==> config.mk <==
export PLATFORM = sky130hd
export DESIGN_NAME = mtr_pwm_gen
export DESIGN_NICKNAME = d
export VERILOG_FILES = /design/src/rtl/mtr_pwm_gen_pkg.sv /design/src/rtl/mtr_pwm_gen_cnt_cmp.sv /design/src/rtl/mtr_pwm_gen.sv
export SDC_FILE = /design/constraint.sdc
export NUM_CORES = 1
export LEC_CHECK = 0
export ABC_AREA = 1
export BUFFER_PORTS_ARGS = -buffer_cell sky130_fd_sc_hd__buf_2
export CAP_MARGIN = 0
export CORE_UTILIZATION = 45
export CTS_CLUSTER_DIAMETER = 80
export CTS_CLUSTER_SIZE = 28
export DETAILED_ROUTE_END_ITERATION = 10
export GPL_TIMING_DRIVEN = 0
export PLACE_DENSITY_LB_ADDON = 0.08
export SLEW_MARGIN = 20
export SYNTH_ARGS = -nofsm -noshare
export SYNTH_HDL_FRONTEND = slang
export SYNTH_HIERARCHICAL = 1
export SYNTH_SLANG_ARGS = --single-unit
==> constraint.sdc <==
create_clock -name clk -period 2.18 [get_ports clk]
set_input_delay 0.327 -clock clk [delete_from_list [all_inputs] [get_ports clk]]
set_output_delay 0.327 -clock clk [all_outputs]
set_load 0.02 [all_outputs]
==> src/rtl/mtr_pwm_gen_pkg.sv <==
// Shared types and helpers for the motor PWM generator.
// Holds the FSM state encoding, the drive bundle type and the saturating magnitude function.
package mtr_pwm_pkg;

  localparam int CNT_W_DFLT = 11;

  typedef enum logic [1:0] {
    IDLE  = 2'd0,
    RUN   = 2'd1,
    BRAKE = 2'd2
  } pwm_st_t;

  typedef struct packed {
    logic fwd_high;
    logic fwd_low;
    logic rev_high;
    logic rev_low;
  } drv_t;

  // |d| clamped to 2^w-1; only the most-negative command actually needs the clamp
  function automatic int unsigned sat_mag(input int d, input int unsigned w);
    int unsigned lim;
    int unsigned a;
    lim = (32'd1 << w) - 32'd1;
    a   = (d < 0) ? unsigned'(-d) : unsigned'(d);
    return (a > lim) ? lim : a;
  endfunction

endpackage

==> src/rtl/mtr_pwm_gen_cnt_cmp.sv <==
// Free-running PWM period counter with wrap flag and combinational on-time compare.
// Counts only while adv is high; clr dominates and parks the count at zero.
module pwm_cnt_cmp
  import mtr_pwm_pkg::*;
#(
  parameter int CNT_W = CNT_W_DFLT
) (
  input  logic             clk,
  input  logic             rst_n,
  input  logic             clr,
  input  logic             adv,
  input  logic [CNT_W-1:0] mag,
  output logic [CNT_W-1:0] cnt,
  output logic             wrap,
  output logic             on
);

  localparam logic [CNT_W-1:0] CNT_MAX = '1;

  always_ff @(posedge clk) begin
    if (!rst_n) begin
      cnt <= '0;
    end else if (clr) begin
      cnt <= '0;
    end else if (adv) begin
      cnt <= cnt + CNT_W'(1);
    end
  end

  assign wrap = adv & (cnt == CNT_MAX);
  assign on   = (cnt < mag);

endmodule

==> src/rtl/mtr_pwm_gen.sv <==
// Complementary PWM for both half-bridges with double-buffered signed duty, brake and coast.
// Outputs registered one cycle after the count; duty_rdy low while a command waits for the period wrap.
module mtr_pwm_gen
  import mtr_pwm_pkg::*;
#(
  parameter int CNT_W = CNT_W_DFLT
) (
  input  logic               clk,
  input  logic               rst_n,
  input  logic signed [CNT_W:0] duty,
  input  logic               duty_vld,
  output logic               duty_rdy,
  input  logic               en,
  input  logic               brake,
  output logic               fwd_high,
  output logic               fwd_low,
  output logic               rev_high,
  output logic               rev_low,
  output logic               prd_strt,
  output logic               sat
);

  pwm_st_t              state;
  pwm_st_t              state_nxt;
  logic signed [CNT_W:0] act_duty;
  logic signed [CNT_W:0] pend_duty;
  logic                 pend_full;
  logic [CNT_W-1:0]     cnt;
  logic [CNT_W-1:0]     mag;
  logic                 wrap;
  logic                 on;
  logic                 xfer;
  logic                 load;
  logic                 cnt_clr;
  logic                 cnt_adv;
  logic signed [31:0]   duty_ext;
  drv_t                 drv_q;
  drv_t                 drv_nxt;
  logic                 prd_nxt;

  assign duty_rdy = ~pend_full;
  assign xfer     = duty_vld & ~pend_full;

  // Counter is parked at zero in IDLE and on the cycle en drops
  assign cnt_clr = (state == IDLE) | ~en;
  assign cnt_adv = ~cnt_clr;

  // Pending command moves to active at a wrap, or on the IDLE->RUN entry cycle
  assign load = pend_full & (wrap | ((state == IDLE) & en));

  assign duty_ext = {{(31-CNT_W){act_duty[CNT_W]}}, act_duty};
  assign mag      = CNT_W'(sat_mag(duty_ext, CNT_W));

  pwm_cnt_cmp #(
    .CNT_W (CNT_W)
  ) u_cnt_cmp (
    .clk   (clk),
    .rst_n (rst_n),
    .clr   (cnt_clr),
    .adv   (cnt_adv),
    .mag   (mag),
    .cnt   (cnt),
    .wrap  (wrap),
    .on    (on)
  );

  always_comb begin
    state_nxt = state;
    case (state)
      IDLE: begin
        if (en) state_nxt = RUN;
      end
      RUN: begin
        if (!en)        state_nxt = IDLE;
        else if (brake) state_nxt = BRAKE;
      end
      BRAKE: begin
        if (!en)                state_nxt = IDLE;
        else if (wrap && !brake) state_nxt = RUN;
      end
      default: state_nxt = IDLE;
    endcase
  end

  // Drive for the current count; en and brake act on this cycle so their effect lands next cycle
  always_comb begin
    drv_nxt = '0;
    prd_nxt = 1'b0;
    if ((state != IDLE) && en) begin
      prd_nxt = (cnt == '0);
      if ((state == BRAKE) || brake) begin
        drv_nxt.fwd_low = 1'b1;
        drv_nxt.rev_low = 1'b1;
      end else if (act_duty[CNT_W]) begin
        drv_nxt.rev_high = on;
        drv_nxt.rev_low  = ~on;
        drv_nxt.fwd_low  = 1'b1;
      end else begin
        drv_nxt.fwd_high = on;
        drv_nxt.fwd_low  = ~on;
        drv_nxt.rev_low  = 1'b1;
      end
    end
  end

  always_ff @(posedge clk) begin
    if (!rst_n) begin
      state     <= IDLE;
      act_duty  <= '0;
      pend_duty <= '0;
      pend_full <= 1'b0;
      drv_q     <= '0;
      prd_strt  <= 1'b0;
      sat       <= 1'b0;
    end else begin
      state     <= state_nxt;
      pend_full <= xfer | (pend_full & ~load);
      if (xfer) pend_duty <= duty;
      if (load) act_duty <= pend_duty;
      drv_q     <= drv_nxt;
      prd_strt  <= prd_nxt;
      sat       <= act_duty[CNT_W] & ~(|act_duty[CNT_W-1:0]);
    end
  end

  assign fwd_high = drv_q.fwd_high;
  assign fwd_low  = drv_q.fwd_low;
  assign rev_high = drv_q.rev_high;
  assign rev_low  = drv_q.rev_low;

endmodule
# == After elaboration in Yosys (flattened, before gate mapping) ==
# Cells that the tools add are included.
# classes
n_mux,12
n_eq_ne,6
shift,0
n_reduce_logical,13
n_addsub,2
bitwise_logic,18
n_lt_le_gt_ge,3
div,0
multipliers,0
# ops
cell,n
$gt 32x11->1 const B,1
$mux 32,1
$neg 12->32,1
$lt 12x1->1 const B,1
$add 11x1->11 const B,1
$eq 11x11->1 const B,1
$logic_not 11->1,1
$lt 11x11->1,1
$mux 11,1
$reduce_or 11->1,1
$mux 2,5
$not 1->1,9
$reduce_or 4->1,2
$and 1x1->1,6
$ne 3x3->1 const B,2
$pmux 2 s3,1
$mux 1,4
$or 1x1->1,3
$reduce_and 3->1,1
$eq 2x1->1 const B,1
$eq 2x2->1 const B,1
$logic_and 1x1->1,2
$logic_not 2->1,1
$ne 2x2->1 const B,1
other kinds (5),5
# word_totals
out_inout_bits,7
register_bits,44
ram_bits,0
latch_bits,0
memories,0
word_cells,65
mem_bits_ro,0

# == Logic depth before layout (Yosys ltp) ==
# depth
ltp_word,9
mapped_depth,18

# == Cells and area by module ==
# The synthesis kept the hierarchy.
# modules_own_cells
mod,instances,area_per_inst_um2,cells_each
mtr_pwm_gen,1,1511.4,223
pwm_cnt_cmp,1,813.3,121

# == Worst setup path before layout ==
# No wires, ideal clock.
# synth_path
path_type,flip-flop to flip-flop
from,register act_duty[0]
to,"register drv_q, in the netlist fwd_low"
path_stages_with_launch,19
slack_ns,0.069
arrival_time_ns,1.990
setup_time_ns,0.122
required_time_ns,2.058
cell_sequence,dfxtp_1 inv_1 ha_1 nand3_1 nand2_1 or2_2 nand3_1 inv_1 ha_1 nand2_1 inv_1 nand2_1 nand2_1 nand2_1 nand2_1 nor2_1 inv_1 nor2_1 a21oi_1
# synth_via
elab_chain_cells,8
elab_cells_between_ends,9
# synth_rtl
item,line_no,source
from (decl),mtr_pwm_gen.sv:25,logic signed [CNT_W:0] act_duty;
from (signal assigned),mtr_pwm_gen.sv:119,if (load) act_duty <= pend_duty;
$neg 12->32 or $lt 12x1->1 (tied branches),mtr_pwm_gen_pkg.sv:25,a = (d < 0) ? unsigned'(-d) : unsigned'(d);
$mux 32 (*),mtr_pwm_gen_pkg.sv:25,
$gt 32x11->1,mtr_pwm_gen_pkg.sv:26,return (a > lim) ? lim : a;
$mux 11 (*),mtr_pwm_gen_pkg.sv:26,
named net mag[6],mtr_pwm_gen.sv:29,logic [CNT_W-1:0] mag;
$lt 11x11->1 (*),mtr_pwm_gen_cnt_cmp.sv:31,assign on = (cnt < mag);
named net on,mtr_pwm_gen.sv:31,logic on;
$not 1->1 (*),mtr_pwm_gen.sv:100,drv_nxt.fwd_low = ~on;
$mux 1 (*),mtr_pwm_gen.sv:94,end else if (act_duty[CNT_W]) begin
$mux 1 (*),mtr_pwm_gen.sv:91,if ((state == BRAKE) || brake) begin
to (signal assigned),mtr_pwm_gen.sv:120,drv_q <= drv_nxt;
to (decl),mtr_pwm_gen.sv:37,drv_t drv_q;
# The timed path passes the listed nets; every way through them passes the cells marked *.
# A chain may end at the register's enable or synchronous reset.

# == Final worst setup path ==
# layout_path
from,register act_duty[8]
to,"register drv_q, in the netlist rev_low"
# layout_via
elab_chain_cells,8
elab_cells_between_ends,9
# layout_rtl
item,line_no,source
$neg 12->32 or $lt 12x1->1 (tied branches),mtr_pwm_gen_pkg.sv:25,
$mux 32 (*),mtr_pwm_gen_pkg.sv:25,
$gt 32x11->1,mtr_pwm_gen_pkg.sv:26,
$mux 11 (*),mtr_pwm_gen_pkg.sv:26,
named net mag[7],mtr_pwm_gen.sv:29,
$lt 11x11->1 (*),mtr_pwm_gen_cnt_cmp.sv:31,
named net on,mtr_pwm_gen.sv:31,
$not 1->1 (*),mtr_pwm_gen.sv:96,drv_nxt.rev_low = ~on;
$mux 1 (*),mtr_pwm_gen.sv:94,
$mux 1 (*),mtr_pwm_gen.sv:91,
# Marked as above.

==> out/results.tsv <==
stage	metric	value	unit
finish	areaGrowthSynthToFinish	26.16	%
finish	final_nets	410	
placed_design	numPortBuffers	23	
status	status	complete, but fails checks	
detailed_routing	routed.top_layer	met4	
power_and_ir_drop	power_frac_seq	45.2	%
power_and_ir_drop	total_power	1.936	mW
power_and_ir_drop	p_int	1.383	mW
critical_path	start_kind	register	
finish	layout_common_cells	nor2_1, nand2_1, dfxtp_1	
global_routing	grt_first_pass_wirelength	8659	um
hold_path	hp-class	input pin to register	
sta	slew_viol_final	0	
sta	finalHoldViolCount	0	
critical_path	r2r_slack	-10	ps
sta	skew	10.98	ps
logic_synthesis	syn_nets	373	
cts	clockBufferDepth	2	
cts	tritoncts	done	
critical_path	worstPathMaxFanout	5	
placed_design	gp_congestion	0.7765	
floorplan	core_area	0.004848	mm^2
critical_path	worstRegToRegCells	16	
floorplan	die-area	0.005458	mm^2
critical_path	crit_arrival	2420	ps
run	maxCapViolations	0	
power_and_ir_drop	power.leakage	1.323	nW
detailed_routing	wl_per_cell	11.45	um
detailed_routing	drc	0	
sta	maxSlewHeadroom	53.86	%
finish	fin_area	0.002933	mm^2
floorplan	io_pins	24	
detailed_routing	ant_nets	0	
cts	cts_sinks	44	
power_and_ir_drop	p_clk_share	34.2	%
power_and_ir_drop	peakVddDrop	0.4594	mV
logic_synthesis	yosys_register_bits	44	
placed_design	place_area	0.002524	mm^2
power_and_ir_drop	swShare	28.57	%
floorplan	row_count	25	
placed_design	post-dp-hpwl	3622	um
logic_synthesis	synthCells	344	
detailed_routing	vias_per_cell	4.924	
sta	rsz0062_at_grt	true	
logic_synthesis	synthDistinctLibCells	30	
cts	root_buffer	clkbuf_8	
status	violations	negative setup slack	
global_routing	antenna_found_initial	0	
global_routing	grt_max_degree	15	
floorplan	die-width	73.88	um
logic_synthesis	netlist_area	0.002325	mm^2
detailed_routing	wl	5140	um
sta	tightest_slew	684.8	ps
sta	layout_setup_ws	-13.97	ps
global_routing	grtUsageTotal	20.88	%
detailed_routing	drt-met1-wl	2712	um
critical_path	worst_ep_required_time	2410	ps
critical_path	r2r_end	rev_low	
cts	clk_latency	300	ps
hold_path	min_to	pend_duty[6]	
critical_path	reg2reg_from	act_duty[8]	
cts	cts_made_buffers	5	
finish	antenna_cells	0	
global_routing	grt_pass1_vias	1973	
floorplan	start_util	47.95	%
critical_path	end_kind	register	
logic_synthesis	ys_seq_area_share	37.89	%
finish	layout_commonest_cell	nor2_1	
logic_synthesis	ys_warn_count	6	
sta	holdWs	268.9	ps
hold_path	holdPathStages	3	
floorplan	die_h	73.88	um
power_and_ir_drop	p_sw	0.5531	mW
logic_synthesis	syn_area_per_cell	6.758	um^2
detailed_routing	dr.pass1.iters	4	
detailed_routing	drt-initial-drc-count	92	
power_and_ir_drop	power.density	660.2	mW/mm^2
sta	setup_viol	1	
sta	min_period	2194	ps
cts	htree_levels	2	
detailed_routing	route.vias.total	2211	
detailed_routing	route.met2.wl	2226	um
cts	path_clk_slew	90	ps
detailed_routing	wl_met3	133	um
placed_design	pre_cts_ws	-188.3	ps
global_routing	grt-ovfl-total	0	
sta	timing.fmax	0.4558	GHz
power_and_ir_drop	combinationalPowerShare	20.6	%
finish	drive_above_1_share	31.41	%
critical_path	critPathKind	register to register	
sta	fin_crit_sh	100.6	%
hold_path	holdCritStartpoint	duty[6]	
sequential cells by signal, indices dropped and copies added, names as in the netlist:
register       cells
state              2
u_cnt_cmp/cnt     11
pend_duty         12
rev_low            1
rev_high           1
fwd_high           1
prd_strt           1
sat                1
fwd_low            1
act_duty          12
pend_full          1
through the flow:
stage          std cells  setup TNS (ps)  utilization [%]
2_1_floorplan        344               0                -
3_3_place_gp         434          -674.1            52.05
3_5_place_dp         434          -722.0            52.05
4_1_cts              442               0            56.13
5_1_grt              449          -499.6            60.49
6_report             449          -13.97            60.49
per-layer routing:
metal / vias up / global-route usage, %
li1: 1179 / -
met1: 1001 / 28.30
met2: 26 / 33.03
met3: 5 / 3.841
met4: 0 / 7.479
met5: - / 0
layout make-up:
cell class                      instances  area, um^2
Clock inverter                          2       38.79
Tap cell                               67       83.83
Clock buffer                            6       82.58
Buffer                                 10       67.56
Fill cell                             474        1916
Multi-Input combinational cell        247        1436
Sequential cell                        44       893.4
Timing Repair Buffer                   30       168.9
Inverter                               43       161.4
critical path, cell delays in order (launching register included):
cell	delay [ps]
dfxtp_2	350
inv_2	60
nand4_1	120
nor2_1	170
nand2_2	110
buf_6	150
nand3_1	70
inv_1	40
ha_1	270
nand2_2	60
nor2_4	100
nand4_1	110
nor2_1	140
nor2_2	50
inv_2	100
nor2_4	60
a21oi_2	150
cells by family (layout without fill, tap and decap cells):
| kind of cell | after synthesis | after routing | share of synthesized area (%) |
|---|---|---|---|
| AND/OR/NAND/NOR | 182 | 182 | 33.80 |
| adder cells (fa/ha/maj) | 12 | 12 | 6.458 |
| XOR/XNOR | 1 | 1 | 0.3768 |
| buffers and inverters | 53 | 91 | 9.472 |
| AO/OA/AOI/OAI | 52 | 52 | 12.00 |
| flip-flops | 44 | 44 | 37.89 |
power groups by stage:
| stage | combinational, mW | sequential (mW) | clock, mW |
|---|---|---|---|
| floorplan | 0.223 | 0.885 | 0 |
| global placement | 0.288 | 0.888 | 0 |
| detailed placement | 0.294 | 0.888 | 0 |
| CTS | 0.320 | 0.872 | 0.681 |
| global route | 0.450 | 0.880 | 0.716 |
| finish | 0.399 | 0.874 | 0.663 |
Yosys cell counts (all sizes together):
cell type	instances	area share, %
inv	43	6.9
o211a	1	0.43
or2	4	1.1
dfxtp	44	38
clkbuf	3	0.54
a21oi	14	3.0
nor3	2	0.43
o21bai	1	0.48
o21a	1	0.32
nand2	53	9.1
buf	7	2.0
o21ai	33	7.1
a211oi	1	0.32
ha	12	6.5
nor2	92	16
nand4	6	1.6
a21o	1	0.32
xnor2	1	0.38
nor4	3	0.81
nand3	22	5.0
how the worst max path moves through the flow:
stage                     cells after the start        to  slack [ps]        start
final                                        16   rev_low         -10  act_duty[8]
after global routing                         16   rev_low        -170  act_duty[8]
after CTS                                    18   fwd_low           1  act_duty[1]
after detailed placement                     17  fwd_high        -190  act_duty[0]
after global placement                       17  rev_high        -200  act_duty[0]
after floorplan                              18   fwd_low          70  act_duty[0]
timing repair:
item | CTS | global route
setup buffers | 0 | 6
pin swaps | 9 | 19
cloned | 0 | 1
resized for setup | 23 | 48
hold buffers | 0 | 0
endpoints found under the setup margin | 4 | 14
No activity file was read; power rests on OpenSTA's default activity.
